$ cat src/rtl/mem_read_accelerator_control_pkg.sv
// Shared definitions for the mem_read_accelerator AXI4-Lite control slave:
// register offsets, control/status bit positions, FSM state types and a strobe helper.
package mem_read_accelerator_control_pkg;

    localparam int unsigned ADDR_W = 6;
    localparam int unsigned DATA_W = 32;
    localparam int unsigned STRB_W = DATA_W / 8;

    localparam logic [ADDR_W-1:0] ADDR_AP_CTRL     = 6'h00;
    localparam logic [ADDR_W-1:0] ADDR_GIE         = 6'h04;
    localparam logic [ADDR_W-1:0] ADDR_IER         = 6'h08;
    localparam logic [ADDR_W-1:0] ADDR_ISR         = 6'h0C;
    localparam logic [ADDR_W-1:0] ADDR_ADDR_INCR   = 6'h10;
    localparam logic [ADDR_W-1:0] ADDR_MEM_MAX     = 6'h18;
    localparam logic [ADDR_W-1:0] ADDR_DATA_IN_LO  = 6'h20;
    localparam logic [ADDR_W-1:0] ADDR_DATA_IN_HI  = 6'h24;

    localparam int unsigned CTRL_START = 0;
    localparam int unsigned CTRL_DONE  = 1;
    localparam int unsigned CTRL_IDLE  = 2;
    localparam int unsigned CTRL_READY = 3;
    localparam int unsigned CTRL_AUTO  = 7;

    localparam int unsigned ISR_DONE  = 0;
    localparam int unsigned ISR_READY = 1;

    typedef enum logic [1:0] {WRIDLE, WRDATA, WRRESP} wr_state_t;
    typedef enum logic       {RDIDLE, RDDATA}         rd_state_t;

    // Expand per-byte write strobes into a full-width bit mask.
    function automatic logic [DATA_W-1:0] wstrb_mask(input logic [STRB_W-1:0] strb);
        logic [DATA_W-1:0] m;
        m = '0;
        for (int unsigned i = 0; i < STRB_W; i++) begin
            m[8*i +: 8] = {8{strb[i]}};
        end
        return m;
    endfunction

endpackage

$ cat src/rtl/mem_read_accelerator_control_s_axi.sv
// AXI4-Lite control register file for the mem_read_accelerator kernel: scalar
// arguments, ap_ctrl_hs handshake bits and a level interrupt.
module mem_read_accelerator_control_s_axi
    import mem_read_accelerator_control_pkg::*;
#(
    parameter int unsigned C_S_AXI_ADDR_WIDTH = 6,
    parameter int unsigned C_S_AXI_DATA_WIDTH = 32
) (
    input  logic                              ap_clk,
    input  logic                              areset,
    input  logic                              s_axi_control_awvalid,
    output logic                              s_axi_control_awready,
    input  logic [C_S_AXI_ADDR_WIDTH-1:0]     s_axi_control_awaddr,
    input  logic                              s_axi_control_wvalid,
    output logic                              s_axi_control_wready,
    input  logic [C_S_AXI_DATA_WIDTH-1:0]     s_axi_control_wdata,
    input  logic [C_S_AXI_DATA_WIDTH/8-1:0]   s_axi_control_wstrb,
    output logic                              s_axi_control_bvalid,
    input  logic                              s_axi_control_bready,
    output logic [1:0]                        s_axi_control_bresp,
    input  logic                              s_axi_control_arvalid,
    output logic                              s_axi_control_arready,
    input  logic [C_S_AXI_ADDR_WIDTH-1:0]     s_axi_control_araddr,
    output logic                              s_axi_control_rvalid,
    input  logic                              s_axi_control_rready,
    output logic [C_S_AXI_DATA_WIDTH-1:0]     s_axi_control_rdata,
    output logic [1:0]                        s_axi_control_rresp,
    output logic                              ap_start,
    input  logic                              ap_done,
    input  logic                              ap_idle,
    input  logic                              ap_ready,
    output logic [31:0]                       addr_incr,
    output logic [31:0]                       mem_max_addr,
    output logic [63:0]                       data_in,
    output logic                              interrupt
);

    wr_state_t                          r_wstate, w_wnext;
    rd_state_t                          r_rstate, w_rnext;
    logic                               r_awready, r_wready, r_bvalid;
    logic                               r_arready, r_rvalid;
    logic [C_S_AXI_ADDR_WIDTH-1:0]      r_waddr;
    logic [C_S_AXI_DATA_WIDTH-1:0]      r_rdata, w_rdata_mux;

    logic                               r_ap_start, r_auto_restart, r_done_st, r_ready_st;
    logic                               r_gie, r_interrupt;
    logic [1:0]                         r_ier, r_isr;
    logic [31:0]                        r_addr_incr, r_mem_max, r_data_lo, r_data_hi;

    logic                               w_aw_hs, w_w_hs, w_b_hs, w_ar_hs, w_r_hs;
    logic                               w_ctrl_we, w_ctrl_rd;
    logic [C_S_AXI_DATA_WIDTH-1:0]      w_mask;

    assign w_aw_hs   = s_axi_control_awvalid & r_awready;
    assign w_w_hs    = s_axi_control_wvalid  & r_wready;
    assign w_b_hs    = s_axi_control_bready  & r_bvalid;
    assign w_ar_hs   = s_axi_control_arvalid & r_arready;
    assign w_r_hs    = s_axi_control_rready  & r_rvalid;
    assign w_mask    = wstrb_mask(s_axi_control_wstrb);
    assign w_ctrl_we = w_w_hs && (r_waddr == ADDR_AP_CTRL) && s_axi_control_wstrb[0];
    assign w_ctrl_rd = w_ar_hs && (s_axi_control_araddr == ADDR_AP_CTRL);

    // Write channel next state.
    always_comb begin
        w_wnext = r_wstate;
        case (r_wstate)
            WRIDLE:  if (w_aw_hs) w_wnext = WRDATA;
            WRDATA:  if (w_w_hs)  w_wnext = WRRESP;
            WRRESP:  if (w_b_hs)  w_wnext = WRIDLE;
            default: w_wnext = WRIDLE;
        endcase
    end

    // Handshake outputs are registered from the next state so they read 0 during reset.
    always_ff @(posedge ap_clk) begin
        if (areset) begin
            r_wstate  <= WRIDLE;
            r_awready <= 1'b0;
            r_wready  <= 1'b0;
            r_bvalid  <= 1'b0;
            r_waddr   <= '0;
        end else begin
            r_wstate  <= w_wnext;
            r_awready <= (w_wnext == WRIDLE);
            r_wready  <= (w_wnext == WRDATA);
            r_bvalid  <= (w_wnext == WRRESP);
            if (w_aw_hs) r_waddr <= s_axi_control_awaddr;
        end
    end

    // Read channel next state.
    always_comb begin
        w_rnext = r_rstate;
        case (r_rstate)
            RDIDLE:  if (w_ar_hs) w_rnext = RDDATA;
            RDDATA:  if (w_r_hs)  w_rnext = RDIDLE;
            default: w_rnext = RDIDLE;
        endcase
    end

    always_ff @(posedge ap_clk) begin
        if (areset) begin
            r_rstate  <= RDIDLE;
            r_arready <= 1'b0;
            r_rvalid  <= 1'b0;
            r_rdata   <= '0;
        end else begin
            r_rstate  <= w_rnext;
            r_arready <= (w_rnext == RDIDLE);
            r_rvalid  <= (w_rnext == RDDATA);
            if (w_ar_hs) r_rdata <= w_rdata_mux;
        end
    end

    // Read data mux; unmapped offsets return zero.
    always_comb begin
        w_rdata_mux = '0;
        case (s_axi_control_araddr)
            ADDR_AP_CTRL: begin
                w_rdata_mux[CTRL_START] = r_ap_start;
                w_rdata_mux[CTRL_DONE]  = r_done_st;
                w_rdata_mux[CTRL_IDLE]  = ap_idle;
                w_rdata_mux[CTRL_READY] = r_ready_st;
                w_rdata_mux[CTRL_AUTO]  = r_auto_restart;
            end
            ADDR_GIE:        w_rdata_mux[0]   = r_gie;
            ADDR_IER:        w_rdata_mux[1:0] = r_ier;
            ADDR_ISR:        w_rdata_mux[1:0] = r_isr;
            ADDR_ADDR_INCR:  w_rdata_mux      = r_addr_incr;
            ADDR_MEM_MAX:    w_rdata_mux      = r_mem_max;
            ADDR_DATA_IN_LO: w_rdata_mux      = r_data_lo;
            ADDR_DATA_IN_HI: w_rdata_mux      = r_data_hi;
            default:         w_rdata_mux      = '0;
        endcase
    end

    // Control, interrupt and scalar registers; hardware set beats host clear/toggle.
    always_ff @(posedge ap_clk) begin
        if (areset) begin
            r_ap_start     <= 1'b0;
            r_auto_restart <= 1'b0;
            r_done_st      <= 1'b0;
            r_ready_st     <= 1'b0;
            r_gie          <= 1'b0;
            r_ier          <= '0;
            r_isr          <= '0;
            r_interrupt    <= 1'b0;
            r_addr_incr    <= '0;
            r_mem_max      <= '0;
            r_data_lo      <= '0;
            r_data_hi      <= '0;
        end else begin
            if (w_ctrl_we && s_axi_control_wdata[CTRL_START]) r_ap_start <= 1'b1;
            else if (ap_ready && !r_auto_restart)              r_ap_start <= 1'b0;

            if (w_ctrl_we) r_auto_restart <= s_axi_control_wdata[CTRL_AUTO];

            if (ap_done)        r_done_st <= 1'b1;
            else if (w_ctrl_rd) r_done_st <= 1'b0;

            if (ap_ready)       r_ready_st <= 1'b1;
            else if (w_ctrl_rd) r_ready_st <= 1'b0;

            if (w_w_hs && (r_waddr == ADDR_GIE) && s_axi_control_wstrb[0])
                r_gie <= s_axi_control_wdata[0];
            if (w_w_hs && (r_waddr == ADDR_IER) && s_axi_control_wstrb[0])
                r_ier <= s_axi_control_wdata[1:0];

            if (ap_done && r_ier[ISR_DONE])
                r_isr[ISR_DONE] <= 1'b1;
            else if (w_w_hs && (r_waddr == ADDR_ISR) && s_axi_control_wstrb[0] && s_axi_control_wdata[ISR_DONE])
                r_isr[ISR_DONE] <= ~r_isr[ISR_DONE];

            if (ap_ready && r_ier[ISR_READY])
                r_isr[ISR_READY] <= 1'b1;
            else if (w_w_hs && (r_waddr == ADDR_ISR) && s_axi_control_wstrb[0] && s_axi_control_wdata[ISR_READY])
                r_isr[ISR_READY] <= ~r_isr[ISR_READY];

            r_interrupt <= r_gie & (|r_isr);

            if (w_w_hs && (r_waddr == ADDR_ADDR_INCR))
                r_addr_incr <= (r_addr_incr & ~w_mask) | (s_axi_control_wdata & w_mask);
            if (w_w_hs && (r_waddr == ADDR_MEM_MAX))
                r_mem_max <= (r_mem_max & ~w_mask) | (s_axi_control_wdata & w_mask);
            if (w_w_hs && (r_waddr == ADDR_DATA_IN_LO))
                r_data_lo <= (r_data_lo & ~w_mask) | (s_axi_control_wdata & w_mask);
            if (w_w_hs && (r_waddr == ADDR_DATA_IN_HI))
                r_data_hi <= (r_data_hi & ~w_mask) | (s_axi_control_wdata & w_mask);
        end
    end

    assign s_axi_control_awready = r_awready;
    assign s_axi_control_wready  = r_wready;
    assign s_axi_control_bvalid  = r_bvalid;
    assign s_axi_control_bresp   = 2'b00;
    assign s_axi_control_arready = r_arready;
    assign s_axi_control_rvalid  = r_rvalid;
    assign s_axi_control_rdata   = r_rdata;
    assign s_axi_control_rresp   = 2'b00;
    assign ap_start              = r_ap_start;
    assign addr_incr             = r_addr_incr;
    assign mem_max_addr          = r_mem_max;
    assign data_in               = {r_data_hi, r_data_lo};
    assign interrupt             = r_interrupt;

endmodule
$ cat config.mk
export PLATFORM = sky130hd
export DESIGN_NAME = mem_read_accelerator_control_s_axi
export DESIGN_NICKNAME = d
export VERILOG_FILES = /design/src/rtl/mem_read_accelerator_control_pkg.sv /design/src/rtl/mem_read_accelerator_control_s_axi.sv
export SDC_FILE = /design/constraint.sdc
export NUM_CORES = 1
export LEC_CHECK = 0
export CELL_PAD_IN_SITES_DETAIL_PLACEMENT = 1
export CELL_PAD_IN_SITES_GLOBAL_PLACEMENT = 2
export CORE_UTILIZATION = 41
export CTS_CLUSTER_DIAMETER = 100
export DETAILED_ROUTE_END_ITERATION = 10
export DONT_BUFFER_PORTS = 1
export HOLD_SLACK_MARGIN = 0.06
export PLACE_DENSITY_LB_ADDON = 0.1
export SYNTH_ARGS = -nofsm -noshare
export SYNTH_HDL_FRONTEND = slang
export SYNTH_SLANG_ARGS = --single-unit
$ cat constraint.sdc
create_clock -name ap_clk -period 2.94 [get_ports ap_clk]
set_input_delay 0.147 -clock ap_clk [delete_from_list [all_inputs] [get_ports ap_clk]]
set_output_delay 0.147 -clock ap_clk [all_outputs]
set_load 0.05 [all_outputs]
==> reports/qor.csv, run 1 <==
stage;metric;value;unit
cts;clk_pin_slew;70;ps
yosys;synth_area_per_cell;9.62;um2
sta;fin_crit;2460;ps
pwr;p_leak;4.16;nW
setup_path;r2r-start;s_axi_control_wready;
worst_hold_path;hold_start;s_axi_control_araddr[0];
routing;ant_nets;0;
cells_and_area;final_common_cell;dfxtp_1;
global_routing;grt-ovfl-total;0;
die;die_x;140;um
yosys;synth-seq-cells;183;
sta;hold_slack;60.0;ps
yosys;syn_inst;809;
pwr;p_sw_share;23.3;%
cts;clk_latency;430;ps
global_routing;use_met2;42.7;%
pwr;p_int;3.92;mW
sta;slew_headroom;50.9;%
yosys;synth_cell_types;41;
worst_hold_path;hold_path_end;s_axi_control_rdata[0];
worst_hold_path;whs_path_depth;4;
routing;vias_per_cell;5.89;
pwr;p_sw;1.19;mW
routing;drt_wl_total;25300;um
sta;finalHoldViolations;0;
cells_and_area;fillers;2087;
yosys;yosysSeqAreaShare;47.1;%
routing;wl_per_cell;23.3;um
setup_path;ff2ff_path_depth;7;
placed_design;dpl_cell_area;7920;um2
sta;clock_skew;5.72;ps
routing;initialDrtViolationCount;270;
cells_and_area;drive_gt1_share;8.81;%
sta;rsz0062_at_grt;false;
setup_path;worst_setup_path_start_kind;register;
cells_and_area;area_growth;16.4;%
die;core-area;18600;um2
sta;worst_pin_slew;733;ps
status;outcome;finished clean;
sta;finalCritPeriodShare;83.6;%
placed_design;place_ws;939;ps
cts;root_buffer;clkbuf_16;
cells_and_area;layout_common_cells;dfxtp_1, nor2_1, mux2i_1, nand3_1, dlygate4sd3_1;
die;die_y;140;um
routing;dr.pass1.iters;4;
global_routing;grt.busiest_layer;met2;
cells_and_area;diodes;0;
pwr;power.density;564;nW/um2
cts;ctsHoldBuffers;56;
routing;remaining_drc_errors;0;
cells_and_area;stdcell_count;1085;
setup_path;reg2reg_slack;480;ps
global_routing;grt_usage;26.3;%
pwr;power_frac_clock;44.2;%
cts;post-cts-setup-buffers;0;
global_routing;grt_start_max_net_pins;155;
global_routing;grt_pass1_wl;39400;um
pwr;ir_drop;0.409;mV
die;io_pins;229;
pwr;seqPwrFrac;49.8;%
pwr;comb_power_share;6.0;%
sta;final.setup.tns;0;ps
setup_path;crit_type;register to register;
cts;cts_tree;done;
cts;clock_path_buffers;2;
placed_design;place_hpwl;16800;um
global_routing;gr-usage-met1;31.7;%
sta;timing.final.ws_setup;483;ps
cts;numCtsBuffers;17;
placed_design;gp_congestion;0.835;
sta;maxSlewViolCount;0;
sta;setup_viol;0;
cells_and_area;stdcell_area;9060;um2
global_routing;use_met3;9.39;%
setup_path;critPathCaptureType;register;
die;rows;50;
setup_path;cp_data_arrival_time;2750;ps
routing;vias;6388;
die;start_util;41.8;%
die;die_area;19500;um2
placed_design;place_inst;1000;
flow_run;drv_cap;0;
worst_hold_path;min_path_type;primary input to register;
placed_design;port_buffers;0;
yosys;synth.cell_area;7780;um2
cts;cts_htree_levels;4;
global_routing;grt_pass1_vias;6799;
yosys;ys_warn_count;0;
cells_and_area;nNetsFinal;899;
global_routing;grt_antenna_before_repair;0;
cts;ctsResizeCount;0;
setup_path;crit_path_start;s_axi_control_wready;
setup_path;cp_max_fo;8;
setup_path;crit_required;3230;ps
sta;clock.fmax;0.407;GHz
cts;cts_sinks;183;
[stage by stage]
| step | util, % | power [mW] |
|---|---|---|
| floorplan | - | 2.78 |
| global placement | 42.5 | 2.78 |
| detailed placement | 42.5 | 2.79 |
| CTS | 48.6 | 5.18 |
| global route | 48.6 | 5.28 |
| finish | 48.6 | 5.11 |
[power groups by stage]
stage          Combinational (mW)  Sequential (mW)  Clock, mW
4_1_cts                     0.308             2.54       2.33
2_1_floorplan               0.177             2.60          0
5_1_grt                     0.328             2.55       2.41
3_3_place_gp                0.181             2.60          0
3_5_place_dp                0.185             2.60          0
6_report                    0.306             2.54       2.26
[final cells by class]
class | instances | area (um2) | area share (%)
multi-input cells | 567 | 3840 | 42.4
well taps | 234 | 293 | 3.23
clock buffers | 20 | 437 | 4.82
clock inverters | 9 | 130 | 1.44
inverters | 1 | 3.75 | 0.0414
repair buffers | 71 | 691 | 7.62
flip-flops and latches | 183 | 3660 | 40.4
[critical path, cell delays in order (launching register included)]
cell and delay [ps]:
dfxtp_1 310, buf_4 210, and4b_1 590, buf_4 240, nand3_4 180, mux2i_1 180
dlygate4sd3_1 570, nor2_1 40
[synthesized netlist by cell type, drive strengths merged]
cell	instances	share of area, %
nor4b	4	1.0
a222oi	2	0.26
conb	1	0.048
nand4	30	2.4
clkbuf	33	1.6
mux2i	137	18
dfxtp	183	47
a21oi	15	0.96
a22o	29	3.3
nor4	3	0.43
inv	1	0.048
a221oi	5	0.56
and2b	1	0.096
nor4bb	1	0.13
nor2b	5	0.40
nor3b	5	0.61
nand2	20	0.96
nor2	151	7.3
mux2	2	0.29
and2	6	0.48
a211o	1	0.11
nor3	4	0.40
buf	28	2.3
o2bb2ai	3	0.34
o21ai	2	0.18
xor2	2	0.23
nand3	128	10
and4b	2	0.26
a211oi	4	0.45
and3b	1	0.11
[cells by family after synthesis]
group	Yosys count	share of synthesized area, %
other	1	0.0482
AOI/OAI and AO/OA	61	6.12
muxes	139	17.9
and+or+nand+nor	361	24.7
DFF	183	47.1
buffers and inverters	62	3.95
xor gates and xnor gates	2	0.225
[metal layers]
layer	routed length (um)	share of wire (%)
met3	2140	8.5
met1	10600	42
met5	0	0
met4	535	2.1
met2	12000	48
[worst max path at each step]
stage,endpoint,depth (start not counted)
5_1_grt,register,7
2_1_floorplan,register,5
4_1_cts,register,7
3_5_place_dp,register,5
3_3_place_gp,register,5
6_report,register,7
No activity file was read; power rests on OpenSTA's default activity.
==> run 2: changes to the inputs <==
- CORE_UTILIZATION: 41 -> 34
- clock period: 2.94 -> 2.2 ns (I/O delays scaled with it)
==> run 2 against run 1 <==
  * Flip-flop and latch count unchanged
  * Via count up 3.3%
  * Design area up 6.4%
  * Clock skew up 3.9 ps
  * First-iteration DRC count up 26%
  * Clock power up 41%
  * Core utilization down 5.1 points
  * Global-route usage down 2.3 points
  * Critical path depth down 1
  * Non-clock buffer count up 53
  * Register-to-register slack worse by 370 ps
  * Power up 37%
  * Highest routed layer unchanged
==> reports/qor.csv, run 2 (same netlist as run 1, synthesis figures left out) <==
stage;metric;value;unit
setup_path;ff2ff_path_depth;6;
die;core-area;22200;um2
setup_path;crit_required;2520;ps
sta;clock_skew;9.63;ps
cells_and_area;diodes;0;
die;rows;54;
cts;cts_sinks;183;
cts;numCtsBuffers;17;
setup_path;crit_path_start;r_waddr[0];
pwr;finalPower;7.02;mW
cts;cts_htree_levels;4;
global_routing;grt_antenna_before_repair;0;
cells_and_area;layout_common_cells;dfxtp_1, nor2_1, mux2i_1, nand3_1, dlygate4sd3_1;
global_routing;grt_pass1_wl;42900;um
placed_design;place_inst;1062;
pwr;p_leak;4.54;nW
status;outcome;finished clean;
routing;drt_wl_total;27700;um
die;start_util;35.1;%
global_routing;grt-ovfl-total;0;
placed_design;dpl_cell_area;8110;um2
routing;initialDrtViolationCount;339;
setup_path;crit_type;register to register;
cells_and_area;area_growth;23.9;%
sta;final.setup.tns;0;ps
sta;clock.fmax;0.479;GHz
global_routing;grt_start_max_net_pins;114;
sta;finalCritPeriodShare;94.9;%
flow_run;drv_cap;0;
cells_and_area;final_common_cell;dfxtp_1;
setup_path;cp_data_arrival_time;2410;ps
routing;dr.pass1.iters;4;
cells_and_area;stdcell_count;1186;
cells_and_area;ff_latch_area;3660;um2
placed_design;port_buffers;0;
global_routing;grt_usage;23.9;%
setup_path;reg2reg_slack;110;ps
cts;clock_path_buffers;2;
routing;vias_per_cell;5.56;
cts;cts_tree;done;
cells_and_area;stdcell_area;9640;um2
cells_and_area;nNetsFinal;952;
pwr;power.density;728;nW/um2
die;die_y;153;um
routing;ant_nets;0;
die;io_pins;229;
cts;root_buffer;clkbuf_16;
global_routing;grt_pass1_vias;7071;
cts;clk_pin_slew;70;ps
worst_hold_path;hold_start;s_axi_control_wstrb[0];
sta;fin_crit;2090;ps
die;die_area;23500;um2
sta;slew_headroom;32.1;%
die;die_x;153;um
sta;worst_pin_slew;1020;ps
placed_design;place_hpwl;18300;um
placed_design;gp_congestion;0.801;
sta;timing.final.ws_setup;112;ps
sta;rsz0062_at_grt;false;
cells_and_area;drive_gt1_share;11.5;%
pwr;ir_drop;0.467;mV
cells_and_area;multi_input_area;3870;um2
setup_path;worst_setup_path_start_kind;register;
routing;wl_per_cell;23.3;um
worst_hold_path;min_path_type;primary input to register;
sta;maxSlewViolCount;0;
routing;vias;6598;
routing;remaining_drc_errors;0;
sta;hold_slack;120;ps
cells_and_area;fin_util;43.5;%
placed_design;place_ws;382;ps
sta;setup_viol;0;
setup_path;critPathCaptureType;register;
setup_path;r2r-start;r_waddr[0];
sta;finalHoldViolations;0;
cells_and_area;fillers;2514;
cts;clk_latency;430;ps
setup_path;cp_max_fo;10;
run 2: changes by cell type in the layout (fill, tap and decap cells not counted):
cell / before / now
nor4_2: 1 / 0
buf_4: 15 / 39
nor2b_4: 0 / 2
nor2_2: 1 / 0
clkbuf_1: 3 / 1
nor2b_2: 2 / 0
clkinv_4: 2 / 1
nor4_4: 1 / 2
clkinv_2: 3 / 2
buf_6: 0 / 1
inv_6: 0 / 6
dlygate4sd3_1: 55 / 83
nor2_4: 0 / 1
run 2: cell type report:
cell class                 instances  area share (%)
inverter                           1          0.0389
timing repair buffer             124            12.1
clock inverter                    13            1.75
multi-input combinational        567            40.1
sequential                       183            38.0
tap                              280            3.63
clock buffer                      18            4.45
run 2: repair_timing:
action                                  CTS  global route
hold buffers                             84             0
resized for setup                         0             2
endpoints found under the setup margin    0            19
buffers inserted                          0             9
hold endpoints to repair                156             0
run 2: layer usage:
layer	GRT usage [%]	share of wire, %	vias to the layer above
li1	-	-	3045
met2	40.5	49	221
met3	7.51	7.8	31
met1	28.9	42	3301
met4	7.07	1.3	0
met5	0	0	-
run 2: worst min-delay path by stage:
| stage | end | slack (ps) | cells past startpoint |
|---|---|---|---|
| floorplan | r_done_st | 230 | 2 |
| detailed placement | s_axi_control_rdata[1] | 190 | 1 |
| finish | register | 120 | 3 |
| global route | s_axi_control_rdata[30] | 120 | 2 |
| global placement | s_axi_control_rdata[1] | 200 | 1 |
| CTS | s_axi_control_rdata[0] | 100 | 3 |
run 2: report_power, final:
part / switching [mW] / total (mW) / internal, mW
combinational: 0.274 / 0.445 / 0.171
clock: 1.38 / 3.18 / 1.80
sequential: 0.0612 / 3.40 / 3.33
total: 1.72 / 7.02 / 5.31
run 2: critical path, cell delays in order (launching register included):
cell	delay, ps
dfxtp_1	400
nor4_4	330
buf_6	220
nand3_4	190
mux2i_1	220
nor2_1	60
dlygate4sd3_1	550
==> run 3: changes to the inputs <==
- CELL_PAD_IN_SITES_DETAIL_PLACEMENT: 1 -> 0
- CELL_PAD_IN_SITES_GLOBAL_PLACEMENT: 2 -> 1
- CORE_UTILIZATION: 34 -> 43
- CTS_CLUSTER_DIAMETER: 100 -> 30
- PLACE_DENSITY: unset -> 0.83
- PLACE_DENSITY_LB_ADDON: 0.1 -> unset
==> run 3 against run 2 <==
  * Power is 0.28% lower
  * Largest cell class unchanged
  * Fmax shrank 0.76%
  * Global-route usage up 1.2 points
==> reports/qor.csv, run 3 (same netlist as run 1, synthesis figures left out) <==
stage;metric;value;unit
global_routing;grt_usage;25.1;%
sta;clock.fmax;0.475;GHz
cells_and_area;area_growth;24.4;%
placed_design;place_inst;1004;
cts;clock_path_buffers;2;
worst_hold_path;min_path_type;primary input to register;
setup_path;worst_setup_path_start_kind;register;
pwr;power_frac_clock;45.3;%
global_routing;grt-ovfl-total;0;
sta;worst_pin_slew;921;ps
pwr;comb_power_share;6.2;%
sta;maxSlewViolCount;0;
global_routing;grt_antenna_before_repair;0;
pwr;p_int;5.36;mW
pwr;p_leak;4.57;nW
routing;vias_per_cell;5.84;
status;outcome;finished clean;
global_routing;grt_pass1_vias;6355;
placed_design;place_hpwl;14700;um
cts;cts_htree_levels;4;
setup_path;ff2ff_path_depth;6;
setup_path;crit_type;register to register;
setup_path;crit_required;2500;ps
cts;clk_latency;420;ps
sta;clock_skew;8.08;ps
pwr;p_sw;1.64;mW
sta;slew_headroom;38.5;%
die;die_x;137;um
cts;root_buffer;clkbuf_16;
setup_path;cp_data_arrival_time;2400;ps
die;core-area;17500;um2
routing;wl_per_cell;20.8;um
cells_and_area;stdcell_count;1139;
cells_and_area;drive_gt1_share;11.2;%
cells_and_area;ff_latch_area;3670;um2
routing;remaining_drc_errors;0;
sta;setup_viol;0;
setup_path;cp_max_fo;8;
setup_path;r2r-start;r_waddr[3];
cells_and_area;fillers;1598;
placed_design;port_buffers;0;
routing;vias;6653;
die;start_util;44.5;%
cts;cts_tree;done;
cells_and_area;diodes;0;
routing;initialDrtViolationCount;315;
pwr;seqPwrFrac;48.5;%
routing;drt_wl_total;23700;um
cells_and_area;final_common_cell;dfxtp_1;
global_routing;grt_start_max_net_pins;111;
cts;cts_sinks;183;
cells_and_area;layout_common_cells;dfxtp_1, nor2_1, mux2i_1, nand3_1, dlygate4sd3_1;
cts;numCtsBuffers;17;
die;die_area;18600;um2
sta;rsz0062_at_grt;false;
sta;final.setup.tns;0;ps
setup_path;reg2reg_slack;100;ps
pwr;p_sw_share;23.5;%
cts;clk_pin_slew;70;ps
flow_run;drv_cap;0;
die;rows;48;
setup_path;critPathCaptureType;register;
cells_and_area;multi_input_area;3870;um2
pwr;ir_drop;0.502;mV
sta;finalCritPeriodShare;95.6;%
placed_design;gp_congestion;0.835;
sta;fin_crit;2100;ps
pwr;power.density;723;nW/um2
routing;ant_nets;0;
cells_and_area;nNetsFinal;959;
sta;finalHoldViolations;0;
setup_path;crit_path_start;r_waddr[3];
global_routing;grt_pass1_wl;35700;um
worst_hold_path;hold_start;areset;
die;die_y;137;um
die;io_pins;229;
routing;dr.pass1.iters;5;
## run 3: changes by cell type in the layout (fill, tap and decap cells not counted)
cell | previous run | this run
dfxtp_2 | 0 | 3
dlygate4sd3_1 | 83 | 95
dfxtp_1 | 183 | 180
clkinv_2 | 2 | 3
clkbuf_8 | 0 | 2
buf_2 | 0 | 1
inv_6 | 6 | 2
clkbuf_1 | 1 | 2
buf_4 | 39 | 32
clkinvlp_4 | 1 | 2
buf_12 | 0 | 1
## run 3: worst min path at each step
stage                                          to  depth (start not counted)
final                                    register                          2
after global routing      s_axi_control_rdata[30]                          2
after CTS                 s_axi_control_rdata[30]                          2
after detailed placement   s_axi_control_rdata[1]                          1
after global placement     s_axi_control_rdata[1]                          1
after floorplan                         r_done_st                          2
## run 3: power groups by stage
| stage | clock, mW | combinational [mW] | sequential, mW |
|---|---|---|---|
| 3_5_place_dp | 0 | 0.252 | 3.47 |
| 6_report | 3.17 | 0.436 | 3.40 |
| 4_1_cts | 3.22 | 0.407 | 3.39 |
| 2_1_floorplan | 0 | 0.237 | 3.48 |
| 5_1_grt | 3.34 | 0.461 | 3.40 |
| 3_3_place_gp | 0 | 0.252 | 3.47 |
## run 3: layout make-up
class | instances | share of cell area, %
clock buffer | 21 | 4.76
clock inverter | 11 | 1.51
inverter | 1 | 0.0388
multi-input combinational | 567 | 39.9
sequential | 183 | 37.9
tap | 225 | 2.91
timing repair buffer | 131 | 13.0
## run 3: what timing repair did
action                                  4_1_cts  5_1_grt
endpoints found under the setup margin        0       29
hold buffers                                 96        0
buffers inserted                              0        6
resized for setup                             0        5
endpoints found under the hold margin       163        0
## run 3: stage by stage
| stage | power (mW) | util, % | hold slack (ps) | setup slack [ps] | instance area [um2] |
|---|---|---|---|---|---|
| final | 7.00 | 55.4 | 68.1 | 95.9 | 9680 |
| after CTS | 7.02 | 55.0 | 88.2 | 16.5 | 9610 |
| after global placement | 3.72 | 45.9 | 186 | 365 | 8030 |
| after global routing | 7.20 | 55.4 | 113 | 2.27 | 9680 |
| after floorplan | 3.71 | - | 227 | 393 | 7790 |
| after detailed placement | 3.72 | 45.9 | 188 | 323 | 8030 |
## run 3: layer usage
metal	global-route usage [%]	routed length, um
met5	0	0
met4	8.27	396
met3	7.56	2370
met2	40.5	11100
met1	31.9	9860
## run 3: worst max-delay path: stages (launching register included)
cell,delay [ps]
dfxtp_2,370
nor4_4,350
buf_6,220
nand3_4,210
mux2i_1,200
nor2_1,60
dlygate4sd3_1,580
